### src/rtl/spi_pkg.sv
// Shared SPI definitions: command codes, frame widths and the FSM state
// encoding common to the master and the slave/RAM subsystem.
package spi_pkg;

    localparam int unsigned FRAME_W = 10;
    localparam int unsigned DATA_W  = 8;

    localparam logic [1:0] CMD_WR_ADDR = 2'b00;
    localparam logic [1:0] CMD_WR_DATA = 2'b01;
    localparam logic [1:0] CMD_RD_ADDR = 2'b10;
    localparam logic [1:0] CMD_RD_DATA = 2'b11;

    localparam logic [2:0] ST_IDLE  = 3'd0;
    localparam logic [2:0] ST_START = 3'd1;
    localparam logic [2:0] ST_CMD   = 3'd2;
    localparam logic [2:0] ST_SHIFT = 3'd3;
    localparam logic [2:0] ST_GAP   = 3'd4;
    localparam logic [2:0] ST_TURN  = 3'd5;
    localparam logic [2:0] ST_RECV  = 3'd6;
    localparam logic [2:0] ST_END   = 3'd7;

endpackage

### src/rtl/spi_master_shifter.sv
// Loadable 10-bit PISO driving MOSI and an 8-bit SIPO capturing MISO.
// MOSI is registered and forced low whenever tx_en is deasserted.
module spi_master_shifter
    import spi_pkg::*;
(
    input  logic               clk,
    input  logic               rst_n,
    input  logic               load,
    input  logic [FRAME_W-1:0] frame,
    input  logic               tx_en,
    input  logic               tx_shift,
    input  logic               rx_en,
    input  logic               miso,
    output logic               mosi,
    output logic [DATA_W-1:0]  rx_next
);

    logic [FRAME_W-1:0] tx_sr;
    logic [DATA_W-2:0]  rx_sr;

    // rx_next already contains the bit sampled on this edge, so the top can
    // publish the complete byte on the same edge as the final sample.
    assign rx_next = {rx_sr, miso};

    always_ff @(posedge clk) begin
        if (!rst_n) begin
            tx_sr <= '0;
            rx_sr <= '0;
            mosi  <= 1'b0;
        end else begin
            if (load) begin
                tx_sr <= frame;
            end else if (tx_shift) begin
                tx_sr <= {tx_sr[FRAME_W-2:0], 1'b0};
            end
            mosi <= tx_en ? tx_sr[FRAME_W-1] : 1'b0;
            if (rx_en) begin
                rx_sr <= rx_next[DATA_W-2:0];
            end
        end
    end

endmodule

### src/rtl/spi_master.sv
// SPI initiator issuing 10-bit command frames and capturing 8-bit read data.
// Optional read-sequence check enabled by defining SPI_MASTER_SEQ_CHECK_EN.
module spi_master
    import spi_pkg::*;
#(
    parameter int unsigned GAP_CYC = 2,
    parameter int unsigned TA_CYC  = 3
) (
    input  logic               clk,
    input  logic               rst_n,
    input  logic               start,
    input  logic [FRAME_W-1:0] cmd_in,
    output logic               busy,
    output logic               done,
    output logic               rd_valid,
    output logic [DATA_W-1:0]  rd_data,
    output logic               err,
    output logic               SS_n,
    output logic               MOSI,
    input  logic               MISO
);

    // Handshake: a command is taken on a posedge with start=1 while busy=0;
    // start during busy is ignored and cmd_in is not sampled again.
    logic [2:0]        state, next_state;
    logic [3:0]        cnt, cnt_next;
    logic [1:0]        code;
    logic              accept;
    logic              block_rd;
    logic [DATA_W-1:0] rx_next;

`ifdef SPI_MASTER_SEQ_CHECK_EN
    logic addr_ok;

    assign block_rd = (cmd_in[9:8] == CMD_RD_DATA) && !addr_ok;

    always_ff @(posedge clk) begin
        if (!rst_n) begin
            addr_ok <= 1'b0;
            err     <= 1'b0;
        end else begin
            err <= (state == ST_IDLE) && start && block_rd;
            if (next_state == ST_END && code == CMD_RD_ADDR) begin
                addr_ok <= 1'b1;
            end else if (next_state == ST_END && code == CMD_RD_DATA) begin
                addr_ok <= 1'b0;
            end
        end
    end
`else
    assign block_rd = 1'b0;
    assign err      = 1'b0;
`endif

    always_comb begin
        next_state = state;
        cnt_next   = cnt;
        accept     = 1'b0;
        case (state)
            ST_IDLE: begin
                if (start && !block_rd) begin
                    accept     = 1'b1;
                    next_state = ST_START;
                end
            end
            ST_START: next_state = ST_CMD;
            ST_CMD: begin
                next_state = ST_SHIFT;
                cnt_next   = 4'd9;
            end
            ST_SHIFT: begin
                if (cnt == 4'd0) begin
                    if (code == CMD_RD_DATA) begin
                        next_state = ST_TURN;
                        cnt_next   = 4'(TA_CYC - 1);
                    end else begin
                        next_state = ST_GAP;
                        cnt_next   = 4'(GAP_CYC - 1);
                    end
                end else begin
                    cnt_next = cnt - 4'd1;
                end
            end
            ST_GAP: begin
                if (cnt == 4'd0) next_state = ST_END;
                else             cnt_next   = cnt - 4'd1;
            end
            ST_TURN: begin
                if (cnt == 4'd0) begin
                    next_state = ST_RECV;
                    cnt_next   = 4'(DATA_W - 1);
                end else begin
                    cnt_next = cnt - 4'd1;
                end
            end
            ST_RECV: begin
                if (cnt == 4'd0) next_state = ST_END;
                else             cnt_next   = cnt - 4'd1;
            end
            ST_END:  next_state = ST_IDLE;
            default: next_state = ST_IDLE;
        endcase
    end

    // Outputs are registered from next_state so each reflects the state it
    // belongs to during that state's own cycles.
    always_ff @(posedge clk) begin
        if (!rst_n) begin
            state    <= ST_IDLE;
            cnt      <= '0;
            code     <= '0;
            SS_n     <= 1'b1;
            busy     <= 1'b0;
            done     <= 1'b0;
            rd_valid <= 1'b0;
            rd_data  <= '0;
        end else begin
            state <= next_state;
            cnt   <= cnt_next;
            if (accept) begin
                code <= cmd_in[9:8];
            end
            SS_n     <= (next_state == ST_IDLE) || (next_state == ST_END);
            busy     <= (next_state != ST_IDLE);
            done     <= (next_state == ST_END);
            rd_valid <= (next_state == ST_END) && (code == CMD_RD_DATA);
            if (next_state == ST_END && code == CMD_RD_DATA) begin
                rd_data <= rx_next;
            end
        end
    end

    spi_master_shifter u_shifter (
        .clk      (clk),
        .rst_n    (rst_n),
        .load     (accept),
        .frame    (cmd_in),
        .tx_en    ((next_state == ST_CMD) || (next_state == ST_SHIFT)),
        .tx_shift (next_state == ST_SHIFT),
        .rx_en    (state == ST_RECV),
        .miso     (MISO),
        .mosi     (MOSI),
        .rx_next  (rx_next)
    );

endmodule

### config.mk
export PLATFORM = sky130hd
export DESIGN_NAME = spi_master
export DESIGN_NICKNAME = d
export VERILOG_FILES = /design/src/rtl/spi_pkg.sv /design/src/rtl/spi_master_shifter.sv /design/src/rtl/spi_master.sv
export SDC_FILE = /design/constraint.sdc
export NUM_CORES = 1
export LEC_CHECK = 0
export ABC_CLOCK_PERIOD_IN_PS = 2200
export CAP_MARGIN = 25
export CORE_UTILIZATION = 53
export CTS_CLUSTER_DIAMETER = 80
export DETAILED_ROUTE_END_ITERATION = 10
export PLACE_DENSITY = 0.79
export SLEW_MARGIN = 30
export SYNTH_ARGS = -nofsm -noshare
export SYNTH_HDL_FRONTEND = slang
export SYNTH_SLANG_ARGS = --single-unit
### constraint.sdc
create_clock -name clk -period 2.2 [get_ports clk]
set_input_delay 0.44 -clock clk [delete_from_list [all_inputs] [get_ports clk]]
set_output_delay 0.44 -clock clk [all_outputs]
set_load 0.1 [all_outputs]
==> results by group, run 1 <==
Synth
  – Post-Synth Adder-Cell Area: 0.683%
  – Warning count from the yosys run: 0
  – Mapped Avg Cell Area: approximately 9.1 um2
  – Synthesized-area fraction occupied by ao, oa, aoi and oai cells: around a fifth
  – Post-synthesis simple-gate area fraction: between 10% and 20%
  – Post-synth EDFFs: 0
  – Largest family of logic cells by synthesized area: compound AO/OA/AOI/OAI gates
  – Seq/Total Area, Yosys: 42.6%
  – Fraction of synthesis flops using an asynchronous set or reset pin: 0%
  – Post-synthesis cell type count: 47
  – Synthesized net count: around 220
  – Cell area after technology mapping: about 1800 um2
  – Dominant register cell in the synthesized netlist: sky130_fd_sc_hd__dfxtp_1
  – Post-Syn Instances: ~200
  – Synth Register Bits: 39
  – Post-Synth XOR/XNOR Area: less than 1%
  – Share of cell area taken by muxes after synthesis: 11.5%

Clock tree
  – Clock network latency to the later pin of the worst-skew pair: roughly 0.36 ns
  – CTS Sinks: 39
  – TritonCTS clock tree: done
  – Clock slew at the register clock pins of the worst setup and hold paths: 0.11 ns
  – Clk buf depth: 2
  – Cts hold-fix bufs: 0
  – Number of buffers added by the clock tree synthesis step: 5
  – H-Tree Depth: 2
  – Root Buffer: sky130_fd_sc_hd__clkbuf_4

GRT
  – Number of global-route vias before repair: 1,491
  – Remaining Overflow, GRT: 0
  – Number of antenna violations at the first check in global routing: 0
  – First-pass GRT wire length: approximately 6500 um
  – Total GRT Usage: around a quarter
  – Largest net degree at the start of global routing: 31

Pwr
  – Power per cell area: between 1000 and 1500 nW/um2
  – Share of total power in combinational logic: ~50%
  – Leakage: roughly 0.86 nW
  – Net load switching power: around 1.1 mW
  – Peak ir drop on the vdd network: approximately 0.63 mV
  – Fraction of power consumed by the clock network: between 15 and 20%
  – Switching part of the total: between 30 and 40%
  – Internal power of the cells: between 1.5 and 2 mW
  – Part of the power in registers: ~35%

Timing
  – Setup repair after global routing missed its margin: false
  – F_max: around 500 MHz
  – Number of setup violations in the final report: 0
  – Final hold viol count: 0
  – Final period utilization: about nine tenths
  – Final critical path time including I/O delays and setup: between 1.5 and 2 ns
  – Number of slew-limit violations in the final report: 0
  – Worst clock skew: between 0.005 and 0.006 ns

Placement
  – Port buffer count: 26
  – Total cell area at the placement stage: approximately 2100 um2
  – Post-DP HPWL: roughly 2700 um
  – Weighted congestion at the end of routability-driven global placement: roughly 0.85
  – Number of cells after detailed placement: between 200 and 300

Final layout
  – Number of antenna repair diodes: 0
  – Finished Cell Area: roughly 2200 um2
  – # nets final: 247
  – Synth-to-Final Area Change: 21.3%
  – Final instance count without filler cells: roughly 280
  – Fraction of final layout cells with drive strength greater than 1: between 20% and 30%

Route
  – Final ANT Viol Nets: 0
  – Routed vias: roughly 1,600
  – Detailed-routing iteration count for the pre-antenna-repair pass: 6
  – Ratio of routed vias to standard cells: 5.74
  – Metal2 WL: between 1500 and 2000 um
  – Detailed-route wire length: 3930 um
  – Detailed route wirelength on metal3: ~170 um
  – Drt first-iter violations: 85
  – Routed WL per cell: 14.2 um
  – Detailed-routing wirelength on met1: roughly 1800 um
  – # DRC: 0
  – Highest Signal Layer: met4

Floorplanning
  – # rows: 20
  – Die outline area: ~3700 um2
  – Height of the die: a little over 60 um
  – Total core area: 3150 um2
  – Effective utilization at floorplan: between 50% and 60%
  – Num ports: 28
  – Die outline width: between 60 and 70 um

Worst setup path
  – CP startpoint kind: flip-flop
  – Arr. time, crit path: ~2.3 ns
  – Endpoint kind of the worst setup timing path: flip-flop
  – Highest net fanout along the worst path: 8
  – Data required time of the worst path: ~2.5 ns
  – Critical path start-end classification: flip-flop to flip-flop

Run
  – Number of maximum-capacitance violations: 0

Run status
  – Result of the run: finished clean

Worst hold path
  – HP Class: flip-flop to flip-flop
-- metrics by stage --
stage | utilization (%) | total power [mW] | TNS (ns) | setup slack [ns] | hold WS, ns
finish | 70.5 | 2.74 | 0 | 0.209 | 0.464
global route | 70.5 | 2.91 | 0 | 0.0562 | 0.488
CTS | 70.4 | 2.72 | 0 | 0.138 | 0.465
detailed placement | 68.1 | 2.29 | -0.691 | -0.0847 | 0.451
global placement | 68.1 | 2.24 | -0.00473 | -0.00153 | 0.442
floorplan | - | 1.94 | 0 | 0.187 | 0.433
-- state kept, by name, indices dropped and copies added (netlist names) --
signal	cells
SS_n	1
busy	1
cnt	4
code	2
done	1
rd_data	8
rd_valid	1
state	3
u_shifter.mosi	1
u_shifter.rx_sr	7
u_shifter.tx_sr	10
-- logic make-up after synthesis --
logic type,Yosys count
AND/OR/NAND/NOR,62
AO/OA/AOI/OAI,52
flip-flops,39
buffers and inverters,24
multiplexers,20
XOR/XNOR,2
adder cells (fa/ha/maj),1
other,1
-- layer usage --
metal,up-vias,GRT usage [%]
li1,786,-
met1,739,28.7
met2,47,39.7
met3,17,4.90
met4,0,15.6
met5,-,0
-- power groups by stage --
| stage | Combinational [mW] | Sequential [mW] | Clock (mW) |
|---|---|---|---|
| after floorplan | 0.907 | 1.04 | 0 |
| after global placement | 1.29 | 0.952 | 0 |
| after detailed placement | 1.33 | 0.961 | 0 |
| after CTS | 1.34 | 0.946 | 0.428 |
| after global routing | 1.49 | 0.966 | 0.457 |
| final | 1.37 | 0.946 | 0.422 |
-- cells in the mapped netlist (2+ instances only) --
library cell,n,area [um2]
sky130_fd_sc_hd__clkbuf_1,13,48.8
sky130_fd_sc_hd__mux2i_1,11,110
sky130_fd_sc_hd__mux2_2,9,101
sky130_fd_sc_hd__a21oi_1,17,85.1
sky130_fd_sc_hd__o311a_1,9,90.1
sky130_fd_sc_hd__nor3_1,4,20.0
sky130_fd_sc_hd__a31oi_1,2,12.5
sky130_fd_sc_hd__nor2b_1,3,18.8
sky130_fd_sc_hd__o21bai_1,9,67.6
sky130_fd_sc_hd__dfxtp_1,39,781
sky130_fd_sc_hd__o2111ai_1,2,17.5
sky130_fd_sc_hd__buf_4,2,15.0
sky130_fd_sc_hd__nor2_1,15,56.3
sky130_fd_sc_hd__nand3_1,10,50.1
sky130_fd_sc_hd__and3_1,2,12.5
sky130_fd_sc_hd__inv_1,6,22.5
sky130_fd_sc_hd__nand2_1,18,67.6
-- cell usage in the layout, fill, tap and decap left out, types with 2 or more instances in the layout --
master,Yosys,layout
sky130_fd_sc_hd__clkbuf_8,0,2
sky130_fd_sc_hd__nor2_1,15,15
sky130_fd_sc_hd__mux2_2,9,9
sky130_fd_sc_hd__nand2_1,18,18
sky130_fd_sc_hd__buf_4,2,28
sky130_fd_sc_hd__clkbuf_4,0,5
sky130_fd_sc_hd__and3_1,2,2
sky130_fd_sc_hd__nor2b_1,3,3
sky130_fd_sc_hd__nand3_1,10,10
sky130_fd_sc_hd__inv_1,6,6
sky130_fd_sc_hd__o2111ai_1,2,2
sky130_fd_sc_hd__dfxtp_1,39,39
sky130_fd_sc_hd__a31oi_1,2,2
sky130_fd_sc_hd__mux2i_1,11,11
sky130_fd_sc_hd__o21bai_1,9,9
sky130_fd_sc_hd__clkdlybuf4s50_1,0,13
sky130_fd_sc_hd__nor3_1,4,4
sky130_fd_sc_hd__o311a_1,9,9
sky130_fd_sc_hd__a21oi_1,17,17
-- what timing repair did --
action	in CTS	in global routing
setup endpoints to repair	0	5
resized for setup	0	1
setup buffers	0	0
hold endpoints to repair	0	0
-- worst paths after layout --
check             slack (ns)  depth (start not counted)             end          startpoint
setup / recovery        0.21                          7      rd_data[1]              cnt[0]
hold / removal          0.46                          2  u_shifter.mosi  u_shifter.tx_sr[9]
setup reg to reg        0.21                          7      rd_data[1]              cnt[0]
hold reg to reg         0.46                          2  u_shifter.mosi  u_shifter.tx_sr[9]
-- worst max-delay path, stage by stage (launching register included) --
cell and delay (ns):
sky130_fd_sc_hd__dfxtp_1 0.38, sky130_fd_sc_hd__inv_1 0.08, sky130_fd_sc_hd__ha_1 0.23, sky130_fd_sc_hd__or3b_4 0.45, sky130_fd_sc_hd__nor4_4 0.24, sky130_fd_sc_hd__buf_4 0.24, sky130_fd_sc_hd__mux2i_1 0.22, sky130_fd_sc_hd__nor2_1 0.05
-- area by class of cell --
type / count / area [um2]
inverter: 7 / 26.3
multi-input combinational: 138 / 947
clock buffer: 7 / 65.1
clock inverter: 1 / 7.51
timing repair buffer: 41 / 340
fill: 295 / 931
tap: 44 / 55.1
sequential: 39 / 781
(Power assumes the default switching activity.)
==> run 2, diff against run 1 <==
--- a/config.mk
+++ b/config.mk
@@ -10,8 +10,9 @@
 export CORE_UTILIZATION = 53
 export CTS_CLUSTER_DIAMETER = 80
 export DETAILED_ROUTE_END_ITERATION = 10
-export PLACE_DENSITY = 0.79
-export SLEW_MARGIN = 30
+export PLACE_DENSITY_LB_ADDON = 0.08
+export RECOVER_POWER = 100
+export SLEW_MARGIN = 5
 export SYNTH_ARGS = -nofsm -noshare
 export SYNTH_HDL_FRONTEND = slang
 export SYNTH_SLANG_ARGS = --single-unit
==> results by group, run 2 (synthesis gave the netlist of run 1 again) <==
Run status
  – Result of the run: finished clean (unchanged)

Route
  – Final ANT Viol Nets: 0 (unchanged)
  – Routed WL per cell: 13.8 um (was 14.2 um)
  – # DRC: 0 (unchanged)
  – Drt first-iter violations: 106 (was 85)
  – Detailed-route wire length: 3810 um (was 3930 um)
  – Detailed-routing iteration count for the pre-antenna-repair pass: 5 (was 6)
  – Ratio of routed vias to standard cells: 5.63 (was 5.74)
  – Routed vias: 1,549 (was 1,589)

GRT
  – Remaining Overflow, GRT: 0 (unchanged)
  – Largest net degree at the start of global routing: 23 (was 31)
  – Number of antenna violations at the first check in global routing: 0 (unchanged)
  – Total GRT Usage: 23.8% (was 24.2%)
  – First-pass GRT wire length: 6510 um (was 6460 um)
  – Number of global-route vias before repair: 1,461 (was 1,491)

Worst setup path
  – Critical path startpoint: cnt[0] (unchanged)
  – R2r startpoint: cnt[0] (unchanged)
  – Sequence of cells on the critical path: inv_1, ha_1, or3b_4, a2bb2oi_2, clkbuf_2, o21bai_1, o311a_1 (was inv_1, ha_1, or3b_4, nor4_4, buf_4, mux2i_1, nor2_1)
  – CP bufs+invs: 2 (unchanged)
  – Highest cell delay on the worst timing path: 0.48 ns (was 0.45 ns)
  – Crit path max-delay cell type: sky130_fd_sc_hd__or3b_4 (unchanged)
  – Highest net fanout along the worst path: 18 (was 8)
  – Arr. time, crit path: 2.27 ns (was 2.25 ns)
  – CP startpoint kind: flip-flop (unchanged)
  – Endpoint kind of the worst setup timing path: flip-flop (unchanged)
  – Cell family with the largest share of critical-path delay: simple AND/OR/NAND/NOR gates (unchanged)
  – Critical path start-end classification: flip-flop to flip-flop (unchanged)
  – Data required time of the worst path: 2.44 ns (was 2.46 ns)

Timing
  – Slew at the pin with the worst max-slew slack: approximately 0.9 ns
  – Number of slew-limit violations in the final report: 0 (unchanged)
  – Rel. slew slack: 38.2%
  – F_max: 493 MHz (was 502 MHz)
  – Total negative slack: 0 ns (unchanged)
  – Final hold viol count: 0 (unchanged)
  – Worst clock skew: 0.00922 ns (was 0.00522 ns)
  – Final period utilization: 92.3% (was 90.5%)
  – Number of setup violations in the final report: 0 (unchanged)
  – Setup repair after global routing missed its margin: false (unchanged)
  – Final critical path time including I/O delays and setup: 2.03 ns (was 1.99 ns)

Pwr
  – Leakage: 0.832 nW (was 0.861 nW)
  – Part of the power in registers: 37.3% (was 34.6%)
  – Power per cell area: 1180 nW/um2 (was 1230 nW/um2)
  – Net load switching power: 1.04 mW (was 1.09 mW)
  – Power Total: 2.55 mW (was 2.74 mW)
  – Share of total power in combinational logic: 48.0% (was 50.0%)
  – Internal power of the cells: 1.51 mW (was 1.65 mW)
  – Fraction of power consumed by the clock network: 14.8% (was 15.4%)
  – Peak ir drop on the vdd network: 0.829 mV (was 0.632 mV)
  – Switching part of the total: 40.7% (was 39.7%)

Clock tree
  – # Post-CTS Setup Buffers: 0 (unchanged)
  – Clock network latency to the later pin of the worst-skew pair: 0.35 ns (was 0.36 ns)
  – Root Buffer: sky130_fd_sc_hd__clkbuf_4 (unchanged)
  – H-Tree Depth: 2 (unchanged)
  – TritonCTS clock tree: done (unchanged)
  – Number of buffers added by the clock tree synthesis step: 5 (unchanged)
  – Cts hold-fix bufs: 0 (unchanged)
  – CTS Sinks: 39 (unchanged)
  – Clock slew at the register clock pins of the worst setup and hold paths: 0.12 ns (was 0.11 ns)
  – Post-cts repair resize count: 0 (unchanged)
  – Clk buf depth: 2 (unchanged)

Placement
  – Number of cells after detailed placement: 268 (was 269)
  – Post-DP HPWL: 2720 um (was 2750 um)
  – Weighted congestion at the end of routability-driven global placement: 0.817 (was 0.850)
  – Total cell area at the placement stage: 2150 um2 (about the same)
  – Port buffer count: 26 (unchanged)

Final layout
  – Top flop regs: u_shifter.tx_sr x10, rd_data x8, u_shifter.rx_sr x7 (unchanged)
  – Highest-count cells in the layout ignoring fill and taps: sky130_fd_sc_hd__dfxtp_1 (39), sky130_fd_sc_hd__nand2_1 (18), sky130_fd_sc_hd__a21oi_1 (17), sky130_fd_sc_hd__nor2_1 (15), sky130_fd_sc_hd__clkbuf_2 (15) (was sky130_fd_sc_hd__dfxtp_1 (39), sky130_fd_sc_hd__buf_4 (28), sky130_fd_sc_hd__nand2_1 (18), sky130_fd_sc_hd__a21oi_1 (17), sky130_fd_sc_hd__nor2_1 (15))
  – Fraction of final layout cells with drive strength greater than 1: 19.9% (was 21.9%)
  – Most common cell after layout, fill and taps aside: sky130_fd_sc_hd__dfxtp_1 (unchanged)
  – Total of fill cells in the finished design: 293 (was 295)
  – Number of antenna repair diodes: 0 (unchanged)
  – Finished Cell Area: 2160 um2 (was 2220 um2)
  – # nets final: 246 (was 247)
  – Synth-to-Final Area Change: 18.0% (was 21.3%)
  – Flip-flop count of the largest register, all copies and words added: 10 (unchanged)
  – Final instance count without filler cells: 275 (was 277)
  – Register ranked first by flip-flop count: u_shifter.tx_sr (unchanged)

Worst hold path
  – HP Class: flip-flop to flip-flop (unchanged)
  – Hold Path Origin: u_shifter.rx_sr[6] (was u_shifter.tx_sr[9])

Floorplanning
  – Effective utilization at floorplan: 58.1% (unchanged)
  – Total core area: 3150 um2 (unchanged)
  – Num ports: 28 (unchanged)
  – Die outline area: 3700 um2 (unchanged)
  – # rows: 20 (unchanged)
  – Height of the die: 60.8 um (unchanged)
  – Die outline width: 60.8 um (unchanged)

Run
  – Number of maximum-capacitance violations: 0 (unchanged)
## run 2: final timing paths
path                             end  slack (ns)  cells past startpoint
hold reg to reg   u_shifter.rx_sr[6]        0.47                      2
hold / removal    u_shifter.rx_sr[6]        0.47                      2
setup / recovery  u_shifter.tx_sr[1]        0.17                      7
setup reg to reg  u_shifter.tx_sr[1]        0.17                      7
## run 2: through the flow
step           hold WS (ns)  setup WS (ns)  utilization, %
3_5_place_dp          0.463         0.0257            68.3
2_1_floorplan         0.433          0.187               -
4_1_cts               0.477         0.0810            70.0
6_report              0.473          0.170            68.6
5_1_grt               0.497         0.0488            68.6
3_3_place_gp          0.447         0.0561            68.3
## run 2: layout make-up
type / count / area (um2) / area share, %
clock inverter: 1 / 5.00 / 0.231
multi-input combinational: 138 / 947 / 43.8
clock buffer: 6 / 51.3 / 2.37
inverter: 7 / 26.3 / 1.22
tap: 44 / 55.1 / 2.55
timing repair buffer: 40 / 297 / 13.7
sequential: 39 / 781 / 36.1
## run 2: power groups by stage
stage	clock [mW]	sequential, mW	combinational [mW]
after floorplan	0	1.04	0.907
after global placement	0	0.959	1.21
after detailed placement	0	0.964	1.23
after CTS	0.382	0.949	1.24
after global routing	0.415	0.972	1.34
final	0.377	0.952	1.22
## run 2: metal layers
| layer | wire length (um) | vias up | global-route usage, % |
|---|---|---|---|
| met1 | 1770 | 725 | 30.9 |
| met4 | 34 | 0 | 6.49 |
| met5 | 0 | - | 0 |
| met2 | 1830 | 40 | 39.2 |
| li1 | - | 781 | - |
| met3 | 167 | 3 | 6.40 |
## run 2: tightest hold or removal path: cells and delay by family (launching register included)
kind	cells	cell delay, ns
flip-flops	1	0.33
AND/OR/NAND/NOR	1	0.05
AO/OA/AOI/OAI	1	0.05
